===== src/rtl/tensor_store.sv =====
// ROWS x COLS parameter-tensor store: random-access read/write ports plus
// sequenced bulk load, row stream-out and clear sweep.
module tensor_store #(
    parameter int DATA_W = 16,
    parameter int ROWS   = 2,
    parameter int COLS   = 4,
    parameter int ROW_W  = (ROWS > 1) ? $clog2(ROWS) : 1,
    parameter int COL_W  = (COLS > 1) ? $clog2(COLS) : 1
) (
    input  logic              clk,
    input  logic              rst_n,
    input  logic              clear,
    input  logic              load_start,
    input  logic              in_valid,
    output logic              in_ready,
    input  logic [DATA_W-1:0] in_data,
    output logic              load_done,
    input  logic              row_start,
    input  logic [ROW_W-1:0]  row_sel,
    output logic              out_valid,
    input  logic              out_ready,
    output logic [DATA_W-1:0] out_data,
    output logic              out_last,
    output logic              cmd_err,
    output logic              busy,
    input  logic              wr_en,
    input  logic [ROW_W-1:0]  wr_row,
    input  logic [COL_W-1:0]  wr_col,
    input  logic [DATA_W-1:0] wr_data,
    input  logic [ROW_W-1:0]  rd_row,
    input  logic [COL_W-1:0]  rd_col,
    output logic [DATA_W-1:0] rd_data
);

    localparam logic [1:0] S_IDLE   = 2'd0;
    localparam logic [1:0] S_CLEAR  = 2'd1;
    localparam logic [1:0] S_LOAD   = 2'd2;
    localparam logic [1:0] S_STREAM = 2'd3;

    localparam logic [ROW_W-1:0] LAST_ROW = ROW_W'(ROWS - 1);
    localparam logic [COL_W-1:0] LAST_COL = COL_W'(COLS - 1);

    logic [1:0]        state;
    logic [DATA_W-1:0] mem [ROWS][COLS];
    logic [ROW_W-1:0]  ptr_r;
    logic [COL_W-1:0]  ptr_c;
    logic [ROW_W-1:0]  str_row;
    logic [COL_W-1:0]  col_nxt;
    logic              wr_ok;
    logic              row_ok;
    logic              at_last;
    logic [DATA_W-1:0] first_word;

    // Both streams use valid/ready: a word transfers on any cycle where
    // valid and ready are both high; the producer holds its word until then.
    assign in_ready = (state == S_LOAD);
    assign busy     = (state != S_IDLE);

    assign wr_ok   = wr_en && !clear && (int'(wr_row) < ROWS) && (int'(wr_col) < COLS);
    assign row_ok  = (int'(row_sel) < ROWS);
    assign at_last = (ptr_r == LAST_ROW) && (ptr_c == LAST_COL);
    assign col_nxt = ptr_c + COL_W'(1);

    // A write landing on the first word of the row being launched is forwarded.
    assign first_word = (wr_ok && (wr_row == row_sel) && (wr_col == '0)) ?
                        wr_data : mem[row_sel][0];

    assign rd_data = ((int'(rd_row) < ROWS) && (int'(rd_col) < COLS)) ?
                     mem[rd_row][rd_col] : '0;

    always_ff @(posedge clk or negedge rst_n) begin
        if (!rst_n) begin
            state     <= S_IDLE;
            ptr_r     <= '0;
            ptr_c     <= '0;
            str_row   <= '0;
            load_done <= 1'b0;
            cmd_err   <= 1'b0;
            out_valid <= 1'b0;
            out_last  <= 1'b0;
            out_data  <= '0;
            for (int r = 0; r < ROWS; r++) begin
                for (int c = 0; c < COLS; c++) begin
                    mem[r][c] <= '0;
                end
            end
        end else begin
            load_done <= 1'b0;
            cmd_err   <= 1'b0;
            case (state)
                S_IDLE: begin
                    if (wr_ok) begin
                        mem[wr_row][wr_col] <= wr_data;
                    end
                    ptr_r <= '0;
                    ptr_c <= '0;
                    if (clear) begin
                        state <= S_CLEAR;
                    end else if (load_start) begin
                        state <= S_LOAD;
                    end else if (row_start) begin
                        if (row_ok) begin
                            state     <= S_STREAM;
                            str_row   <= row_sel;
                            out_valid <= 1'b1;
                            out_data  <= first_word;
                            out_last  <= (COLS == 1);
                        end else begin
                            cmd_err <= 1'b1;
                        end
                    end
                end
                S_CLEAR, S_LOAD: begin
                    if (state == S_CLEAR || in_valid) begin
                        mem[ptr_r][ptr_c] <= (state == S_CLEAR) ? '0 : in_data;
                        if (at_last) begin
                            state     <= S_IDLE;
                            ptr_r     <= '0;
                            ptr_c     <= '0;
                            load_done <= (state == S_LOAD);
                        end else if (ptr_c == LAST_COL) begin
                            ptr_c <= '0;
                            ptr_r <= ptr_r + ROW_W'(1);
                        end else begin
                            ptr_c <= col_nxt;
                        end
                    end
                end
                S_STREAM: begin
                    if (out_ready) begin
                        if (out_last) begin
                            state     <= S_IDLE;
                            out_valid <= 1'b0;
                            out_last  <= 1'b0;
                            ptr_c     <= '0;
                        end else begin
                            ptr_c    <= col_nxt;
                            out_data <= mem[str_row][col_nxt];
                            out_last <= (col_nxt == LAST_COL);
                        end
                    end
                end
                default: state <= S_IDLE;
            endcase
        end
    end

endmodule

===== config.mk =====
export PLATFORM = sky130hd
export DESIGN_NAME = tensor_store
export DESIGN_NICKNAME = d
export VERILOG_FILES = /design/src/rtl/tensor_store.sv
export SDC_FILE = /design/constraint.sdc
export NUM_CORES = 1
export LEC_CHECK = 0
export ABC_AREA = 1
export BUFFER_PORTS_ARGS = -buffer_cell sky130_fd_sc_hd__buf_2
export CAP_MARGIN = 10
export CORE_ASPECT_RATIO = 0.8
export CORE_MARGIN = 1
export CORE_UTILIZATION = 55
export CTS_BUF_LIST = sky130_fd_sc_hd__clkbuf_4
export DETAILED_ROUTE_END_ITERATION = 16
export GPL_ROUTABILITY_DRIVEN = 1
export PLACE_DENSITY = 0.74
export SETUP_SLACK_MARGIN = 0.2
export SYNTH_ARGS = -nofsm -noshare
export SYNTH_HDL_FRONTEND = slang
export SYNTH_SLANG_ARGS = --single-unit

===== constraint.sdc =====
create_clock -name clk -period 3.05 [get_ports clk]
set_clock_uncertainty 0.1 [all_clocks]
set_input_delay 0.305 -clock clk [delete_from_list [all_inputs] [get_ports clk]]
set_output_delay 0.305 -clock clk [all_outputs]
set_load 0.1 [all_outputs]

==> reports/qor.csv <==
stage,metric,value,unit
run_status,run status,completed,
drt,Initial DRC Count,1924,
placed_design,HPWL after DPL,25400,um
synth,average size of a mapped cell,6.95,um2
drt,routed length per instance,21.1,um
clocking,setup bufs post-CTS,0,
setup_path,WP data required,3.43,ns
synth,Post-synth top flop,dfrtp_1,
synth,Async SR Flop Fraction,100,%
setup_path,worst r2r src,state[0],
clocking,H-tree levels,4,
sta,Slew HR,20.7,%
clocking,worst-case clock buffer depth,2,
sta,Finish-stage setup viols,0,
grt,first-pass GRT wire length,61200,um
placed_design,Port Buf Inserts,83,
grt,initial antenna violation count,0,
clocking,CTS Buf Count,17,
sta,RSZ-0062 raised after global routing,no,
cells_and_area,layout cell share with drive strength beyond 1,16.9,%
drt,Via density,6.18,
drt,post-route ant nets,0,
clocking,post_cts resized,0,
sta,post-route clock period utilization,85.3,%
drt,drt drc,0,
grt,largest net degree at the start of global routing,65,
clocking,Root Buffer,clkbuf_4,
floorplan,Initial Util,56.9,%
setup_path,CP max FO,32,
setup_path,Critical Path Source Type,flop,
setup_path,worst setup path endpoint,mem[45],
clocking,CTS tree,built,
job,MaxCap Viol Count,0,
setup_path,r2r worst-path depth,9,
sta,worst-margin pin slew,1.18,ns
cells_and_area,Post-Layout Cell Count,1887,
clocking,Clock Pin Slew Worst Setup and Hold Paths,0.13,ns
floorplan,area of the core,19300,um2
sta,fin crit period,2.60,ns
power_and_ir_drop,P per Cell Area,999,nW/um2
floorplan,Die Wd,160,um
drt,TritonRoute pass-1 iters,6,
synth,warnings from Yosys,0,
grt,GR Util All Layers,39.5,%
drt,WL final,39800,um
cells_and_area,area grow syn2layout,10.6,%
setup_path,R2R Setup Slk,0.45,ns
synth,post-synth cell types,37,
synth,largest cells by area after synthesis,"dfrtp_1 (35%), nand2_1 (14%), nand3_1 (6.7%)",
grt,grt ovf,0,
setup_path,critical path arrival,2.99,ns
setup_path,Crit Path Category,reg2reg,
placed_design,routability cong.,0.965,
synth,sequential-to-total area share from yosys stat,34.9,%
drt,vias,11700,
clocking,Post-CTS Hold Buffers,6,
power_and_ir_drop,Leak,5.58,nW
floorplan,Die Ht,128,um
cells_and_area,antenna fix cells,0,
synth,Synth top area share,34.9,%
sta,Final Hold Viols,0,
synth,"top cells by count, synth","nand2_1 (410), inv_1 (184), dfrtp_1 (153), nand3_1 (147), o21ai_0 (120)",
sta,Max Freq,384,MHz
synth,"count leader, synth",nand2_1,
floorplan,row count,45,
floorplan,Die ar.,20500,um2
setup_path,CP endpoint kind,flop,
setup_path,RR Endpoint,mem[45],
clocking,Worst-Skew Late Latency,0.60,ns
floorplan,io pins,85,
synth,number of synthesized flops with an enable pin,0,
grt,vias in the first global route,10900,
placed_design,Setup WS pre-CTS,0.559,ns
setup_path,Critical Path Start,state[0],
synth,cell area after synthesis,11000,um2
synth,Synthesized Nets,1633,
sta,final total negative setup slack,0,ns
synth,Post-Synthesis Cells,1576,
clocking,Sink Count,153,
power_and_ir_drop,"Power, Total",12.1,mW
min_path,worst min path class,in2reg,
sta,Slew Limit Fails,0,
synth,largest area contributor in the netlist,dfrtp_1,
power_and_ir_drop,VDD IR-drop max,0.000894,V
cells_and_area,Final Net Count,1674,
sta,final setup margin,0.448,ns
placed_design,Post-Place Cells,1850,
synth,Synth Register Bits,153,
[flip-flops by register name, indices dropped and copies added (netlist names)]
| name | cells |
|---|---|
| load_done | 1 |
| ptr_r | 1 |
| out_last | 1 |
| mem | 128 |
| out_valid | 1 |
| state | 2 |
| str_row | 1 |
| out_data | 16 |
| ptr_c | 2 |
[area by class of cell]
type	instances	area [um2]
clock buffers	20	150
fillers	1749	7140
inverters	204	776
multi-input cells	1110	5790
clock inverters	11	154
well taps	258	323
repair buffers	131	1090
flip-flops and latches	153	3830
[per-layer routing]
layer | global-route usage (%) | vias to the layer above | part of all wire (%)
li1 | - | 5278 | -
met1 | 52.2 | 5275 | 38
met2 | 57.6 | 927 | 42
met3 | 12.2 | 189 | 15
met4 | 21.8 | 0 | 5.5
met5 | 0 | - | 0
[logic make-up (layout without fill, tap and decap cells)]
| family | Yosys count | count (layout) | share of synthesized area (%) |
|---|---|---|---|
| flip-flops | 153 | 153 | 34.9 |
| XOR/XNOR | 1 | 1 | 0.251 |
| adder cells (fa/ha/maj) | 10 | 10 | 1.14 |
| AO/OA/AOI/OAI | 434 | 434 | 24.0 |
| multiplexers | 1 | 1 | 0.0914 |
| other | 1 | 1 | 0.0342 |
| AND/OR/NAND/NOR | 663 | 663 | 26.6 |
| buffers and inverters | 313 | 366 | 12.9 |
[layout by cell type, fill, tap and decap left out, types with 2 or more instances in the layout]
cell and n:
a21oi_1 84, a22oi_1 64, a31oi_1 4, a31oi_2 12, buf_12 20, buf_2 66, buf_4 38, bufinv_16 4
clkbuf_4 20, clkinv_1 4, clkinv_2 3, dfrtp_1 152, dlygate4sd3_1 6, ha_1 9, inv_1 183, inv_2 17
inv_4 2, nand2_1 410, nand2_2 6, nand2_4 2, nand3_1 147, nand3_2 3, nand4_1 2, nor2_1 63
nor2_2 4, nor2_4 19, nor3_1 3, o21ai_0 120, o21ai_1 51, o21ai_2 47, o21ai_4 4, o22ai_1 48
[worst min-delay path by stage]
stage                   start         to  slack, ns  depth (start not counted)
CTS                 row_start    str_row      0.008                          3
global placement        rst_n   mem[105]       0.21                          1
finish              row_start    str_row       0.03                          3
detailed placement      rst_n   mem[105]       0.22                          1
global route        row_start    str_row       0.03                          3
floorplan               rst_n  load_done      -0.09                          0
[metrics by stage]
stage	cell area, um2	utilization (%)	hold WS, ns
global route	12100	62.9	0.0253
global placement	11800	61.0	0.213
CTS	12100	62.9	0.00765
finish	12100	62.9	0.0296
floorplan	11000	-	-0.0906
detailed placement	11800	61.0	0.215
[where the power goes]
part | switching (mW) | leakage [nW] | internal [mW]
Combinational | 5.52 | 3.33 | 1.98
Clock | 0.779 | 0.165 | 0.661
Sequential | 0.409 | 2.08 | 2.75
[critical path, cell delays in order, from the launching register on]
cell and delay (ns):
dfrtp_1 0.43, inv_1 0.10, ha_2 0.44, buf_4 0.30, nand2_2 0.14, nor2_4 0.42
o21ai_4 0.09, buf_4 0.28, nand2_1 0.10, o21ai_1 0.06
Note: power is estimated with default switching activity, not from simulation.
